--- src/rtl/uart_pkg.sv ---
// ---------------------------------------------------------------------------
// uart_pkg
// Shared definitions for the UART codebase slice.
//   - cap_state_t : receive-capture FSM state encoding (exported on the
//                   uart_rx_fifo debug port so checkers can bind to it)
//   - ADDR_*      : memory-mapped UART register address map
//   - SETUP_*_BIT : status bit positions inside the setup/status register
// ---------------------------------------------------------------------------
package uart_pkg;

    typedef enum logic [1:0] {
        CAP_IDLE = 2'd0,
        CAP_ACK  = 2'd1,
        CAP_WAIT = 2'd2
    } cap_state_t;

    // Register address map (word offsets in the UART register block).
    localparam logic [1:0] ADDR_BYTE_RATE = 2'd0;
    localparam logic [1:0] ADDR_TX_DATA   = 2'd1;
    localparam logic [1:0] ADDR_RX_DATA   = 2'd2;
    localparam logic [1:0] ADDR_SETUP     = 2'd3;

    // Status bits reported in the setup register.
    localparam int SETUP_RX_EMPTY_BIT = 0;
    localparam int SETUP_RX_FULL_BIT  = 1;
    localparam int SETUP_RX_OVF_BIT   = 2;

endpackage

--- src/rtl/uart_rx_fifo_if.sv ---
// ---------------------------------------------------------------------------
// uart_rx_fifo_if
// Bundles the receiver-side and CPU-side signals of uart_rx_fifo.
//   slave  : the FIFO itself
//   master : whoever drives it (receiver core + register block, or a bench)
// Receiver handshake: rx_flag is a level held high by the receiver while a
// byte is pending (rx_data/rx_parity stable); the FIFO answers with a single
// one-cycle rx_flag_clr pulse after capturing the byte, and captures nothing
// more until rx_flag has returned low.
// CPU side: rd_data/rd_perr always show the head entry (first-word fall-
// through); rd_en pops it on the next clock edge when empty is low.
// ---------------------------------------------------------------------------
interface uart_rx_fifo_if #(
    parameter int DEPTH  = 16,
    parameter int DATA_W = 8
);
    localparam int CNT_W = $clog2(DEPTH) + 1;

    logic              rx_flag;
    logic [DATA_W-1:0] rx_data;
    logic              rx_parity;
    logic              rx_flag_clr;
    logic              rd_en;
    logic [DATA_W-1:0] rd_data;
    logic              rd_perr;
    logic              empty;
    logic              full;
    logic [CNT_W-1:0]  count;
    logic              overflow;
    logic              ovf_clr;

    modport slave (
        input  rx_flag, rx_data, rx_parity, rd_en, ovf_clr,
        output rx_flag_clr, rd_data, rd_perr, empty, full, count, overflow
    );

    modport master (
        output rx_flag, rx_data, rx_parity, rd_en, ovf_clr,
        input  rx_flag_clr, rd_data, rd_perr, empty, full, count, overflow
    );

endinterface

--- src/rtl/uart_fifo_mem.sv ---
// ---------------------------------------------------------------------------
// uart_fifo_mem
// DEPTH x W register array: synchronous write, asynchronous read.
// Ports:
//   clk   in  clock
//   we    in  write enable
//   waddr in  write address
//   wdata in  write data
//   raddr in  read address
//   rdata out read data (combinational)
// Contents are not reset; the owner gates the read path with its own
// empty status.
// ---------------------------------------------------------------------------
module uart_fifo_mem #(
    parameter int DEPTH = 16,
    parameter int W     = 8
) (
    input  logic                     clk,
    input  logic                     we,
    input  logic [$clog2(DEPTH)-1:0] waddr,
    input  logic [W-1:0]             wdata,
    input  logic [$clog2(DEPTH)-1:0] raddr,
    output logic [W-1:0]             rdata
);

    logic [W-1:0] mem [DEPTH];

    always_ff @(posedge clk) begin
        if (we) begin
            mem[waddr] <= wdata;
        end
    end

    assign rdata = mem[raddr];

endmodule

--- src/rtl/uart_rx_fifo.sv ---
// ---------------------------------------------------------------------------
// uart_rx_fifo
// Receive-side buffer between the UART receiver core and the register block.
// Captures every byte the receiver flags, acknowledges it with a one-cycle
// rx_flag_clr, and queues it in a first-word-fall-through FIFO.
// Ports:
//   clk       in   clock
//   rst       in   asynchronous, active-high reset
//   bus       slave modport of uart_rx_fifo_if (receiver + CPU signals)
//   cap_state out  capture FSM state (debug visibility)
// Optional feature macro: UART_RX_FIFO_PARITY_EN
//   defined     : entries carry an extra parity-error bit,
//                 perr = ^{rx_data, rx_parity} (even parity), shown on rd_perr
//   not defined : entries are DATA_W bits, rx_parity ignored, rd_perr = 0
// ---------------------------------------------------------------------------
module uart_rx_fifo
    import uart_pkg::*;
#(
    parameter int DEPTH  = 16,
    parameter int DATA_W = 8
) (
    input  logic                 clk,
    input  logic                 rst,
    uart_rx_fifo_if.slave        bus,
    output cap_state_t           cap_state
);

    localparam int PTR_W = $clog2(DEPTH);
    localparam int CNT_W = PTR_W + 1;
`ifdef UART_RX_FIFO_PARITY_EN
    localparam int ENTRY_W = DATA_W + 1;
`else
    localparam int ENTRY_W = DATA_W;
`endif

    cap_state_t         state_q;
    logic               clr_q;
    logic [PTR_W-1:0]   wr_ptr;
    logic [PTR_W-1:0]   rd_ptr;
    logic [CNT_W-1:0]   count_q;
    logic               ovf_q;

    logic               empty_w;
    logic               full_w;
    logic               push_req;
    logic               push_ok;
    logic               pop;
    logic               ovf_set;
    logic [ENTRY_W-1:0] wr_entry;
    logic [ENTRY_W-1:0] rd_entry;

    assign empty_w  = (count_q == '0);
    assign full_w   = (count_q == CNT_W'(DEPTH));

    // A capture is attempted only from IDLE, so a held rx_flag yields one push.
    assign push_req = (state_q == CAP_IDLE) && bus.rx_flag;
    assign pop      = bus.rd_en && !empty_w;
    // A pop in the same cycle frees the slot, so a full FIFO still accepts.
    assign push_ok  = push_req && (!full_w || pop);
    assign ovf_set  = push_req && full_w && !pop;

`ifdef UART_RX_FIFO_PARITY_EN
    assign wr_entry    = {^{bus.rx_data, bus.rx_parity}, bus.rx_data};
    assign bus.rd_perr = empty_w ? 1'b0 : rd_entry[DATA_W];
`else
    assign wr_entry    = bus.rx_data;
    assign bus.rd_perr = 1'b0;
`endif

    assign bus.rd_data     = empty_w ? '0 : rd_entry[DATA_W-1:0];
    assign bus.empty       = empty_w;
    assign bus.full        = full_w;
    assign bus.count       = count_q;
    assign bus.overflow    = ovf_q;
    assign bus.rx_flag_clr = clr_q;
    assign cap_state       = state_q;

    uart_fifo_mem #(
        .DEPTH (DEPTH),
        .W     (ENTRY_W)
    ) u_mem (
        .clk   (clk),
        .we    (push_ok),
        .waddr (wr_ptr),
        .wdata (wr_entry),
        .raddr (rd_ptr),
        .rdata (rd_entry)
    );

    // Capture FSM. rx_flag_clr is registered and high exactly while in ACK.
    always_ff @(posedge clk or posedge rst) begin
        if (rst) begin
            state_q <= CAP_IDLE;
            clr_q   <= 1'b0;
        end else begin
            case (state_q)
                CAP_IDLE: begin
                    clr_q <= 1'b0;
                    if (bus.rx_flag) begin
                        state_q <= CAP_ACK;
                        clr_q   <= 1'b1;
                    end
                end
                CAP_ACK: begin
                    state_q <= CAP_WAIT;
                    clr_q   <= 1'b0;
                end
                CAP_WAIT: begin
                    clr_q <= 1'b0;
                    if (!bus.rx_flag) begin
                        state_q <= CAP_IDLE;
                    end
                end
                default: begin
                    state_q <= CAP_IDLE;
                    clr_q   <= 1'b0;
                end
            endcase
        end
    end

    // Pointers, occupancy and sticky overflow.
    always_ff @(posedge clk or posedge rst) begin
        if (rst) begin
            wr_ptr  <= '0;
            rd_ptr  <= '0;
            count_q <= '0;
            ovf_q   <= 1'b0;
        end else begin
            if (push_ok) begin
                wr_ptr <= wr_ptr + 1'b1;
            end
            if (pop) begin
                rd_ptr <= rd_ptr + 1'b1;
            end
            case ({push_ok, pop})
                2'b10:   count_q <= count_q + 1'b1;
                2'b01:   count_q <= count_q - 1'b1;
                default: count_q <= count_q;
            endcase
            // Set has priority over a simultaneous clear.
            if (ovf_set) begin
                ovf_q <= 1'b1;
            end else if (bus.ovf_clr) begin
                ovf_q <= 1'b0;
            end
        end
    end

endmodule
--- src/flat_wrapper.sv ---
// flat-port wrapper written by rule: the top's interface ports become plain ports
module uart_rx_fifo_flat import uart_pkg::*;
#(
    parameter int DEPTH  = 16,
    parameter int DATA_W = 8
)
  (clk, rst, cap_state, bus_rx_flag, bus_rx_data, bus_rx_parity, bus_rd_en, bus_ovf_clr, bus_rx_flag_clr, bus_rd_data, bus_rd_perr, bus_empty, bus_full, bus_count, bus_overflow);
  uart_rx_fifo_if #(.DEPTH(DEPTH), .DATA_W(DATA_W)) bus_i ();
  input  logic clk;
  input  logic rst;
  output cap_state_t cap_state;
  input wire logic [$bits(bus_i.rx_flag)-1:0] bus_rx_flag;
  input wire logic [$bits(bus_i.rx_data)-1:0] bus_rx_data;
  input wire logic [$bits(bus_i.rx_parity)-1:0] bus_rx_parity;
  input wire logic [$bits(bus_i.rd_en)-1:0] bus_rd_en;
  input wire logic [$bits(bus_i.ovf_clr)-1:0] bus_ovf_clr;
  output wire logic [$bits(bus_i.rx_flag_clr)-1:0] bus_rx_flag_clr;
  output wire logic [$bits(bus_i.rd_data)-1:0] bus_rd_data;
  output wire logic [$bits(bus_i.rd_perr)-1:0] bus_rd_perr;
  output wire logic [$bits(bus_i.empty)-1:0] bus_empty;
  output wire logic [$bits(bus_i.full)-1:0] bus_full;
  output wire logic [$bits(bus_i.count)-1:0] bus_count;
  output wire logic [$bits(bus_i.overflow)-1:0] bus_overflow;
  assign bus_i.rx_flag = bus_rx_flag;
  assign bus_i.rx_data = bus_rx_data;
  assign bus_i.rx_parity = bus_rx_parity;
  assign bus_i.rd_en = bus_rd_en;
  assign bus_i.ovf_clr = bus_ovf_clr;
  assign bus_rx_flag_clr = bus_i.rx_flag_clr;
  assign bus_rd_data = bus_i.rd_data;
  assign bus_rd_perr = bus_i.rd_perr;
  assign bus_empty = bus_i.empty;
  assign bus_full = bus_i.full;
  assign bus_count = bus_i.count;
  assign bus_overflow = bus_i.overflow;
  uart_rx_fifo #(.DEPTH(DEPTH), .DATA_W(DATA_W)) u_core (.clk(clk), .rst(rst), .bus(bus_i), .cap_state(cap_state));
endmodule
--- config.mk ---
export PLATFORM = sky130hd
export DESIGN_NAME = uart_rx_fifo_flat
export DESIGN_NICKNAME = d
export VERILOG_FILES = /design/src/rtl/uart_pkg.sv /design/src/rtl/uart_rx_fifo_if.sv /design/src/rtl/uart_fifo_mem.sv /design/src/rtl/uart_rx_fifo.sv /design/src/flat_wrapper.sv
export SDC_FILE = /design/constraint.sdc
export NUM_CORES = 1
export LEC_CHECK = 0
export ABC_CLOCK_PERIOD_IN_PS = 3800
export CAP_MARGIN = 20
export CORE_MARGIN = 5
export CORE_UTILIZATION = 60
export CTS_BUF_LIST = sky130_fd_sc_hd__clkbuf_4
export CTS_CLUSTER_SIZE = 30
export DETAILED_ROUTE_END_ITERATION = 10
export HOLD_SLACK_MARGIN = 0.15
export PLACE_DENSITY = 0.85
export SYNTH_ARGS = -nofsm -noshare
export SYNTH_HDL_FRONTEND = slang
export SYNTH_HIERARCHICAL = 1
export SYNTH_SLANG_ARGS = --single-unit
--- constraint.sdc ---
create_clock -name clk -period 3.8 [get_ports clk]
set_input_delay 0.76 -clock clk [delete_from_list [all_inputs] [get_ports clk]]
set_output_delay 0.76 -clock clk [all_outputs]
set_load 0.02 [all_outputs]
==> results of run 1 <==
per-layer routing:
metal,routed length [um],part of all wire,GRT usage
met2,5431,0.50,0.3024
met4,131,0.012,0.07213
met3,615,0.057,0.06635
met1,4703,0.43,0.2794
met5,0,0,0
logic make-up after synthesis:
group / share of synthesized area
flip-flops: 0.7138
AND/OR/NAND/NOR: 0.06004
multiplexers: 0.1402
AO/OA/AOI/OAI: 0.03828
buffers and inverters: 0.02615
XOR/XNOR: 0.01464
adder cells (fa/ha/maj): 0.006277
other: 0.0006270
flip-flops by register name, summed over array words and instances (netlist names):
name and flops:
u_core/wr_ptr 4, u_core/bus.rx_flag_clr 1, u_core/u_mem/mem 128, u_core/bus.overflow 1, u_core/cap_state 2, u_core/rd_ptr 4, u_core/bus.count 5
final cells by class:
type | count | area [um2]
Clock buffer | 17 | 127.6
Multi-Input combinational cell | 143 | 1555
Inverter | 6 | 22.52
Clock inverter | 15 | 151.4
Sequential cell | 145 | 4270
Timing Repair Buffer | 51 | 490.5
Tap cell | 133 | 166.4
Fill cell | 625 | 2945
placed cells by master (no fill, tap or decap), types with 4 or more instances in the layout:
cell,instances
inv_1,6
clkdlybuf4s50_1,31
nor2_1,16
xor2_1,5
dfrtp_1,16
edfxtp_1,128
nor2b_1,9
xnor2_1,5
mux4_1,14
mux4_2,18
nand4_1,4
inv_8,4
clkbuf_4,17
clkinv_4,4
buf_4,18
nand2_1,12
nor3_1,5
a22oi_1,16
critical path, cell delays in order, from the launching register on:
cell             delay (ns)
dfrtp_2                0.44
buf_12                 0.20
mux4_1                 0.59
a22oi_1                0.29
nand2_1                0.10
nor2b_1                0.13
clkdlybuf4s50_1        0.54
stage by stage:
step,hold slack (ns),util,power [mW],setup slack [ns],instances
2_1_floorplan,0.4830,-,3.337,0.7375,310
3_3_place_gp,0.5013,0.6660,3.824,0.5846,477
3_5_place_dp,0.5034,0.6660,3.889,0.5404,477
4_1_cts,0.5333,0.6947,4.816,0.1107,509
5_1_grt,0.5659,0.6973,5.092,0.03874,510
6_report,0.5325,0.6973,4.812,0.2110,510
power groups by stage:
stage	clock network (mW)	registers, mW	logic (mW)
after floorplan	0	2.09	1.24
after global placement	0	2.10	1.73
after detailed placement	0	2.12	1.77
after CTS	0.957	2.08	1.78
after global routing	1.04	2.11	1.94
final	0.932	2.09	1.79
worst paths after layout:
path                                           from                  end  slack [ns]  cells after the start
worst max-delay path               u_core/rd_ptr[0]       bus_rd_data[0]        0.21                      6
worst min-delay path               u_core/rd_ptr[3]     u_core/rd_ptr[3]        0.53                      1
worst max register to register  u_core/bus.count[1]  u_core/bus.count[4]        1.07                      9
worst min register to register     u_core/rd_ptr[3]     u_core/rd_ptr[3]        0.53                      1
max in group asynchronous                       rst     u_core/rd_ptr[0]        2.73                      2
min in group asynchronous                       rst  u_core/cap_state[1]        0.61                      2
cell usage after synthesis (2+ instances only):
cell type | instances | share of area
nand2b_1 | 2 | 0.0021
inv_1 | 6 | 0.0038
nor3_1 | 5 | 0.0042
mux4_1 | 14 | 0.062
a22oi_1 | 16 | 0.020
and2_1 | 3 | 0.0031
ha_1 | 3 | 0.0063
xnor2_1 | 5 | 0.0073
buf_6 | 5 | 0.0094
nand4_1 | 4 | 0.0042
nor2b_1 | 9 | 0.0094
buf_4 | 3 | 0.0038
nand2_1 | 12 | 0.0075
nand3_1 | 3 | 0.0025
edfxtp_1 | 128 | 0.64
dfrtp_1 | 17 | 0.071
mux2i_1 | 2 | 0.0033
buf_2 | 5 | 0.0042
xor2_1 | 5 | 0.0073
clkdlybuf4s25_2 | 3 | 0.0050
nor2_1 | 16 | 0.010
nand3b_1 | 2 | 0.0025
mux4_2 | 18 | 0.068
==> results.md, run 1 <==
- Half-perimeter wire length after detailed placement: 6753 um
- Vias post-DR: 3056
- Result of the run: finished, final reports clean
- Count of cell types in the netlist: 47
- VDD IR max: 363.9 uV
- Fraction of final layout cells with drive strength greater than 1: 0.2175
- Final worst-path cycle share: 0.9445
- # nets final: 381
- Number of CTS-inserted buffers: 17
- CP startpoint kind: flip-flop
- Portion of the post-synthesis area used by sequential elements: 0.7138
- Yosys Warn Count: 6
- Post-synthesis instance area: 0.005981 mm2
- Area growth from synthesis to layout: 13.43%
- Flops & latches, synth: 145
- Mean post-synth cell area: 19.29 um2
- Iteration-0 DRC count of the detailed router: 249
- Clk root buf: clkbuf_4
- Critical-path maximum fanout: 18
- Areal power density over the cells: 709.3 mW/mm2
- Total congestion overflow after global routing: 0
- Number of iterations in the first detailed-routing pass: 4
- Per-cell routed wire length: 21.34 um
- Internal power consumption: 3.140 mW
- Slew of the pin with the lowest slew margin: 0.7110 ns
- Share of power burned in the clock network: 0.194
- Count of instances resized after the clock tree is built: 0
- Switching share of total power: 0.3475
- Die span in y: 109.8 um
- Number of antenna-violating nets in the routed design: 0
- Type of the tightest min-delay check: reg -> reg
- Initial antenna violation count: 0
- Worst slew margin relative to its limit: 0.5250
- Clock latency on the worst-skew pair: 0.53 ns
- Synthesized Nets: 327
- Worst-path clk slew: 0.12 ns
- Port Buf Inserts: 31
- I/O pin count: 34
- Gate count after technology mapping: 310
- Final critical-path required period: 3.589 ns
- Post-Route Skew: 0.009477 ns
- Crit path capture type: primary output
- Clock tree from TritonCTS: yes
- Hold-fix buffers at CTS: 0
- Core Box Area: 0.009729 mm2
- Residual DRC count: 0
- Seq pwr share: 0.434
- EDFF count, synth: 128
- Total placed instance area: 0.006480 mm2
- Global-route usage over all layers: 0.2014
- Sw power: 1.672 mW
- Initial standard-cell utilization of the core: 0.6147
- Synth async-reset ratio: 0.1172
- Overall routed net length: 10880 um
- Non-Filler Cell Area, Final: 0.006784 mm2
- Final setup TNS: 0 ns
- Highest achievable clock rate: 278.6 MHz
- Number of global-route vias before repair: 3060
- Relative contribution of combinational cells to total power: 0.373
- Row count: 36
- Class of the most critical setup path: reg -> out
- Die outline width: 109.8 um
- Main flop type after synthesis: edfxtp_1
- CTS H-tree depth: 4
- Crit path DAT: 2.83 ns
- Total number of clock tree sinks: 145
- Data required time of the critical path: 3.04 ns
- Number of hold violations in the final report: 0
- Total leakage power: 2.337 nW
- Buffers inserted during post-CTS setup optimization: 0
- Global-route wire length before repair: 17070 um
- Overall die area: 0.01206 mm2
- Per-cell via count in the routed design: 5.992
- Pin count of the biggest net entering global routing: 36
- Routability cong.: 0.7777
- Max Root-Sink Buffers: 2
- Max-slew violations: 0
- Inserted Diodes: 0
- Unrepaired setup endpoints after global routing: no
- Count of final setup violators: 0
- Count of max-cap constraint violations: 0
Note: power is estimated with default switching activity, not from simulation.
==> run 2: changes to the inputs <==
Settings changed: SETUP_SLACK_MARGIN from default to 0.1.
==> run 2 against run 1 <==
First-iteration DRC count rose by 4.4%. Setup slack improved by 0.037 ns. Clock power barely moved. Maximum frequency rose by 1.0%. Clock skew barely moved. Critical path depth did not move. Die area did not move. Register-to-register slack barely moved. Sequential share of layout area fell by 0.14 points. Global-route usage did not move. Clock-buffer cell count did not move.
==> results.md, run 2 (synthesis results as in run 1) <==
- Vias post-DR: 3082 (+0.85%)
- Type of the tightest min-delay check: reg -> reg
- Worst slew margin relative to its limit: 0.5192 (-0.005795)
- R2R Path Start: u_core/bus.count[1]
- Port Buf Inserts: 31 (unchanged)
- Data required time of the critical path: 3.04 ns (about the same)
- VDD IR max: 371.4 uV (+2.1%)
- Pre-CTS WS: 0.5404 ns (unchanged)
- Core Box Area: 0.009729 mm2 (unchanged)
- Hold Path Origin: u_core/rd_ptr[3]
- Post-Route Utilization: 0.6988 (+0.001543)
- Iteration-0 DRC count of the detailed router: 260 (+4.4%)
- Beginning of the critical path: u_core/rd_ptr[0]
- Top layer used by detailed routing: met4
- Total length of routed met3 wires: 794 um (+29%)
- Number of antenna-violating nets in the routed design: 0 (unchanged)
- Total congestion overflow after global routing: 0 (unchanged)
- Slew of the pin with the lowest slew margin: 0.7197 ns (+0.008676 ns)
- Clock tree from TritonCTS: yes
- Initial antenna violation count: 0 (unchanged)
- Row count: 36 (unchanged)
- Seq pwr share: 0.432 (-0.002)
- Number of iterations in the first detailed-routing pass: 5 (+1)
- Relative contribution of combinational cells to total power: 0.374 (about the same)
- Critical-path maximum fanout: 18 (unchanged)
- Wire length on met2: 5404 um (-0.50%)
- Count of max-cap constraint violations: 0 (unchanged)
- Global-route wire length before repair: 17070 um (unchanged)
- Largest register FFs: 128 (unchanged)
- Worst-path clk slew: 0.12 ns (about the same)
- Clk root buf: clkbuf_4
- Die span in y: 109.8 um (unchanged)
- Routability cong.: 0.7777 (unchanged)
- Max-slew violations: 0 (unchanged)
- Half-perimeter wire length after detailed placement: 6753 um (unchanged)
- Top library cells by usage in the layout, fill and taps aside: edfxtp_1, clkdlybuf4s50_1, buf_4, mux4_2, clkbuf_4
- CTS H-tree depth: 4 (unchanged)
- Areal power density over the cells: 709.8 mW/mm2 (about the same)
- Post-Route Skew: 0.009522 ns (+0.00004491 ns)
- Per-cell via count in the routed design: 6.043 (+0.85%)
- Pin count of the biggest net entering global routing: 36 (unchanged)
- Wl on met1: 4602 um (-2.1%)
- Area growth from synthesis to layout: 13.68%
- Total power: 4.826 mW (+0.29%)
- Max Root-Sink Buffers: 2 (unchanged)
- Crit path capture type: primary output
- Share of power burned in the clock network: 0.194 (about the same)
- Switching share of total power: 0.3491 (+0.001581)
- Total leakage power: 2.360 nW (+0.98%)
- Result of the run: finished, final reports clean
- Hold-fix buffers at CTS: 0 (unchanged)
- Worst setup slack after layout: 0.2482 ns (+0.03726 ns)
- Residual DRC count: 0 (unchanged)
- Die outline width: 109.8 um (unchanged)
- Unrepaired setup endpoints after global routing: no
- Inserted Diodes: 0 (unchanged)
- Per-cell routed wire length: 21.47 um (+0.64%)
- Sw power: 1.685 mW (+0.75%)
- Fraction of final layout cells with drive strength greater than 1: 0.2228 (+0.005305)
- CP startpoint kind: flip-flop
- Crit path DAT: 2.79 ns (-0.04 ns)
- # nets final: 381 (unchanged)
- Number of global-route vias before repair: 3060 (unchanged)
- Overall die area: 0.01206 mm2 (unchanged)
- Total number of clock tree sinks: 145 (unchanged)
- Number of hold violations in the final report: 0 (unchanged)
- Overall routed net length: 10950 um (+0.64%)
- Number of CTS-inserted buffers: 17 (unchanged)
- Largest register by flop count: u_core/u_mem/mem
- Leading cell type in the layout, fill and taps excluded: edfxtp_1
- Class of the most critical setup path: reg -> out
- Count of final setup violators: 0 (unchanged)
- Internal power consumption: 3.141 mW (about the same)
- Highest achievable clock rate: 281.6 MHz (+1.0%)
- Global-route usage over all layers: 0.2014 (unchanged)
- Initial standard-cell utilization of the core: 0.6147 (unchanged)
- Final worst-path cycle share: 0.9347 (-0.009805)
- I/O pin count: 34 (unchanged)
- Final critical-path required period: 3.552 ns (-0.03726 ns)
- Final setup TNS: 0 ns (unchanged)
- Buffers inserted during post-CTS setup optimization: 0 (unchanged)
- Clock latency on the worst-skew pair: 0.53 ns (about the same)
[run 2: changes by cell type in the layout (fill, tap and decap cells not counted)]
cell / change
a22oi_1: -2
a22oi_2: +2
clkdlybuf4s50_1: -2
dlymetal6s2s_1: +2
[run 2: per-layer routing]
layer / up-vias / global-route usage
met5: - / 0
met4: 0 / 0.07213
met3: 13 / 0.06635
met2: 121 / 0.3024
met1: 1586 / 0.2794
li1: 1362 / -
[run 2: timing repair]
item / 4_1_cts / 5_1_grt
hold endpoints to repair: 0 / 0
resized for setup: 0 / 4
setup endpoints to repair: 0 / 6
[run 2: final timing paths]
path / end / slack, ns / cells past startpoint
max: bus_rd_data[0] / 0.25 / 6
min: u_core/rd_ptr[3] / 0.53 / 1
max reg2reg: u_core/bus.count[4] / 1.07 / 9
min reg2reg: u_core/rd_ptr[3] / 0.53 / 1
max in group asynchronous: u_core/rd_ptr[0] / 2.73 / 2
min in group asynchronous: u_core/cap_state[1] / 0.61 / 2
[run 2: power by group through the flow]
stage	logic, mW	clock network [mW]	registers (mW)
detailed placement	1.77	0	2.12
floorplan	1.24	0	2.09
global route	1.95	1.04	2.11
finish	1.80	0.934	2.09
CTS	1.78	0.957	2.08
global placement	1.73	0	2.10
[run 2: per-stage QoR]
step                instances  area, um2  hold WS, ns
global route              510       6799       0.5659
global placement          477       6480       0.5013
finish                    510       6799       0.5333
detailed placement        477       6480       0.5034
floorplan                 310       5981       0.4830
CTS                       509       6759       0.5333
[run 2: worst max-delay path: stages, from the launching register on]
cell and delay, ns:
dfrtp_2 0.44, buf_12 0.20, mux4_1 0.60, a22oi_2 0.26, nand2_1 0.09, nor2b_1 0.13
clkdlybuf4s50_1 0.54
[run 2: area by class of cell]
| type | count | area [um2] |
|---|---|---|
| inverter | 6 | 22.52 |
| tap | 133 | 166.4 |
| timing repair buffer | 51 | 495.5 |
| sequential | 145 | 4270 |
| fill | 622 | 2930 |
| clock inverter | 15 | 151.4 |
| clock buffer | 17 | 127.6 |
| multi-input combinational | 143 | 1565 |
==> run 3: changes to the inputs <==
Settings changed: CELL_PAD_IN_SITES_DETAIL_PLACEMENT from default to 1, CELL_PAD_IN_SITES_GLOBAL_PLACEMENT from default to 1, CORE_UTILIZATION 60 to 54, CTS_CLUSTER_SIZE 30 to 40, PLACE_DENSITY 0.85 to 0.87.
==> run 3 against run 2 <==
Routed wire length grew 20%. Utilization decreased by 6.1 points. Clock-buffer cell count did not move. First-iteration DRC count decreased by 2.3%. Setup slack worse by 0.033 ns. Combinational power is 8% higher. Clock power rose by 13%. Maximum frequency decreased by 0.93%. Register-to-register slack lost 0.21 ns. Largest power group unchanged. Critical endpoint is now bus_rd_data[4]. Cell area grew 1.7%.
==> results.md, run 3 (synthesis results as in run 1) <==
- Fraction of final layout cells with drive strength greater than 1: 0.2454 (+0.02262)
- Worst hold slack: 0.5411 ns (+0.007787 ns)
- Initial antenna violation count: 1 (+1)
- Total leakage power: 2.419 nW (+2.5%)
- Die span in y: 115.2 um (+4.9%)
- Area used by multi-input combinational logic: 0.001575 mm2 (+0.64%)
- CP startpoint kind: flip-flop
- Sw power: 1.785 mW (+6.0%)
- Top library cells by usage in the layout, fill and taps aside: edfxtp_1, clkdlybuf4s50_1, buf_4, mux4_2, clkbuf_4
- Port Buf Inserts: 31 (unchanged)
- Share of power burned in the clock network: 0.207 (+0.013)
- Class of the most critical setup path: reg -> out
- Internal power consumption: 3.336 mW (+6.2%)
- Slew of the pin with the lowest slew margin: 0.7370 ns (+0.01726 ns)
- Residual DRC count: 0 (unchanged)
- Number of hold violations in the final report: 0 (unchanged)
- Ordered list of cells on the worst path: buf_12 > mux4_2 > a22oi_1 > nand2_1 > nor2b_1 > clkdlybuf4s50_1
- Global-route usage over all layers: 0.2145 (+0.01313)
- Clock latency on the worst-skew pair: 0.54 ns (about the same)
- Number of global-route vias before repair: 3347 (+9.4%)
- Area growth from synthesis to layout: 15.65%
- Post-Route Skew: 0.01358 ns (+0.004059 ns)
- Overall routed net length: 13200 um (+20%)
- Crit path buffers/inverters: 2 (unchanged)
- Switching share of total power: 0.3486 (-0.0005073)
- Crit path DAT: 2.82 ns (+0.03 ns)
- Max-slew violations: 0 (unchanged)
- Count of final setup violators: 0 (unchanged)
- Cell with the biggest individual delay on the critical path: mux4_2
- Clock tree from TritonCTS: yes
- Iteration-0 DRC count of the detailed router: 254 (-2.3%)
- Overall die area: 0.01328 mm2 (+10%)
- Result of the run: finished, final reports clean
- Core Box Area: 0.01084 mm2 (+11%)
- Count of filler cells inserted in the layout: 919 (+48%)
- Seq pwr share: 0.414 (-0.018)
- Half-perimeter wire length after detailed placement: 8375 um (+24%)
- Per-cell via count in the routed design: 6.013 (-0.49%)
- Count of max-cap constraint violations: 0 (unchanged)
- Unrepaired setup endpoints after global routing: yes
- Critical-path maximum fanout: 18 (unchanged)
- Number of antenna-violating nets in the routed design: 0 (unchanged)
- Highest achievable clock rate: 278.9 MHz (-0.93%)
- CTS H-tree depth: 4 (unchanged)
- Per-cell routed wire length: 25.18 um (+17%)
- Row count: 38 (+5.6%)
- Leading cell type in the layout, fill and taps excluded: edfxtp_1
- Number of CTS-inserted buffers: 17 (unchanged)
- Worst-path clk slew: 0.12 ns (about the same)
- Worst slew margin relative to its limit: 0.5018 (-0.01744)
- Final worst-path cycle share: 0.9434 (+0.008736)
- # nets final: 387 (+1.6%)
- I/O pin count: 34 (unchanged)
- Storage cell area: 0.004272 mm2 (about the same)
- Data required time of the critical path: 3.04 ns (about the same)
- Clk root buf: clkbuf_4
- VDD IR max: 490.5 uV (+32%)
- Relative contribution of combinational cells to total power: 0.378 (+0.004)
- Initial standard-cell utilization of the core: 0.5517 (-0.06300)
- Type of the tightest min-delay check: reg -> reg
- Number of iterations in the first detailed-routing pass: 4 (-1)
- Crit path largest cell delay: 0.54 ns (-0.06 ns)
- Global-route wire length before repair: 20200 um (+18%)
- Crit path capture type: primary output
- Final critical-path required period: 3.585 ns (+0.03320 ns)
- Max Root-Sink Buffers: 2 (unchanged)
- Final setup TNS: 0 ns (unchanged)
- Cell type group with the largest total delay on the critical path: buffers and inverters
- Largest register FFs: 128 (unchanged)
- Pin count of the biggest net entering global routing: 19 (-47%)
- Total congestion overflow after global routing: 0 (unchanged)
- Routability cong.: 0.7321 (-5.9%)
- Total number of clock tree sinks: 145 (unchanged)
- Areal power density over the cells: 740.4 mW/mm2 (+4.3%)
- Vias post-DR: 3151 (+2.2%)
- Die outline width: 115.2 um (+4.9%)
- Largest register by flop count: u_core/u_mem/mem
-- run 3: cell types whose count changed in the layout (fill, tap and decap cells not counted), sizes merged --
cell / before / now
clkinv: 6 / 3
clkbuf: 18 / 17
bufbuf: 0 / 1
inv: 12 / 14
diode: 0 / 1
clkinvlp: 2 / 1
buf: 19 / 25
bufinv: 1 / 3
-- run 3: through the flow --
step                      cell area [um2]  total power [mW]  setup WS (ns)  utilization  instances
final                                6917             5.121         0.2150       0.6380        524
after global routing                 6917             5.383        0.08716       0.6380        524
after CTS                            6857             5.101         0.1041       0.6325        518
after detailed placement             6496             3.975         0.2952       0.5993        485
after global placement               6496             3.853         0.5513       0.5993        485
after floorplan                      5981             3.337         0.7375            -        310
-- run 3: power groups by stage --
stage	combinational [mW]	sequential [mW]	clock, mW
detailed placement	1.83	2.15	0
global route	2.06	2.15	1.18
CTS	1.89	2.12	1.08
floorplan	1.24	2.09	0
global placement	1.73	2.13	0
finish	1.94	2.12	1.06
-- run 3: path summary, 6_finish.rpt --
| path | start | endpoint | slack (ns) | cells after the start |
|---|---|---|---|---|
| max in group asynchronous | rst | u_core/rd_ptr[0] | 2.70 | 2 |
| setup reg to reg | u_core/bus.count[1] | u_core/bus.count[4] | 0.86 | 9 |
| hold / removal | u_core/cap_state[1] | u_core/cap_state[1] | 0.54 | 1 |
| setup / recovery | u_core/rd_ptr[0] | bus_rd_data[4] | 0.22 | 6 |
| min in group asynchronous | rst | u_core/rd_ptr[2] | 0.61 | 2 |
| hold reg to reg | u_core/cap_state[1] | u_core/cap_state[1] | 0.54 | 1 |
-- run 3: timing repair --
item | in CTS | in global routing
buffers inserted | 0 | 5
pin swaps | 0 | 0
cloned | 1 | 0
gates resized for setup | 2 | 6
hold buffers | 0 | 0
setup endpoints to repair | 8 | 5
-- run 3: worst register-to-register path, delay by kind of cell, from the launching register on --
family          cells  cell delay, ns
compound gates      3            0.72
xor+xnor            2            0.33
fa+ha+maj           1            0.23
flops               1            0.52
simple gates        3            1.07
-- run 3: final cells by class --
cell class / instances / area share
sequential: 145 / 0.6176
multi-input combinational: 143 / 0.2277
timing repair buffer: 57 / 0.07923
clock inverter: 15 / 0.02804
tap: 140 / 0.02533
clock buffer: 17 / 0.01845
inverter: 6 / 0.003256
antenna: 1 / 0.0003618
-- run 3: routing by layer --
metal / GRT usage / wire, um
met1: 0.2849 / 5412
met3: 0.04737 / 670
met2: 0.3484 / 6890
met5: 0 / 0
met4: 0.08529 / 221
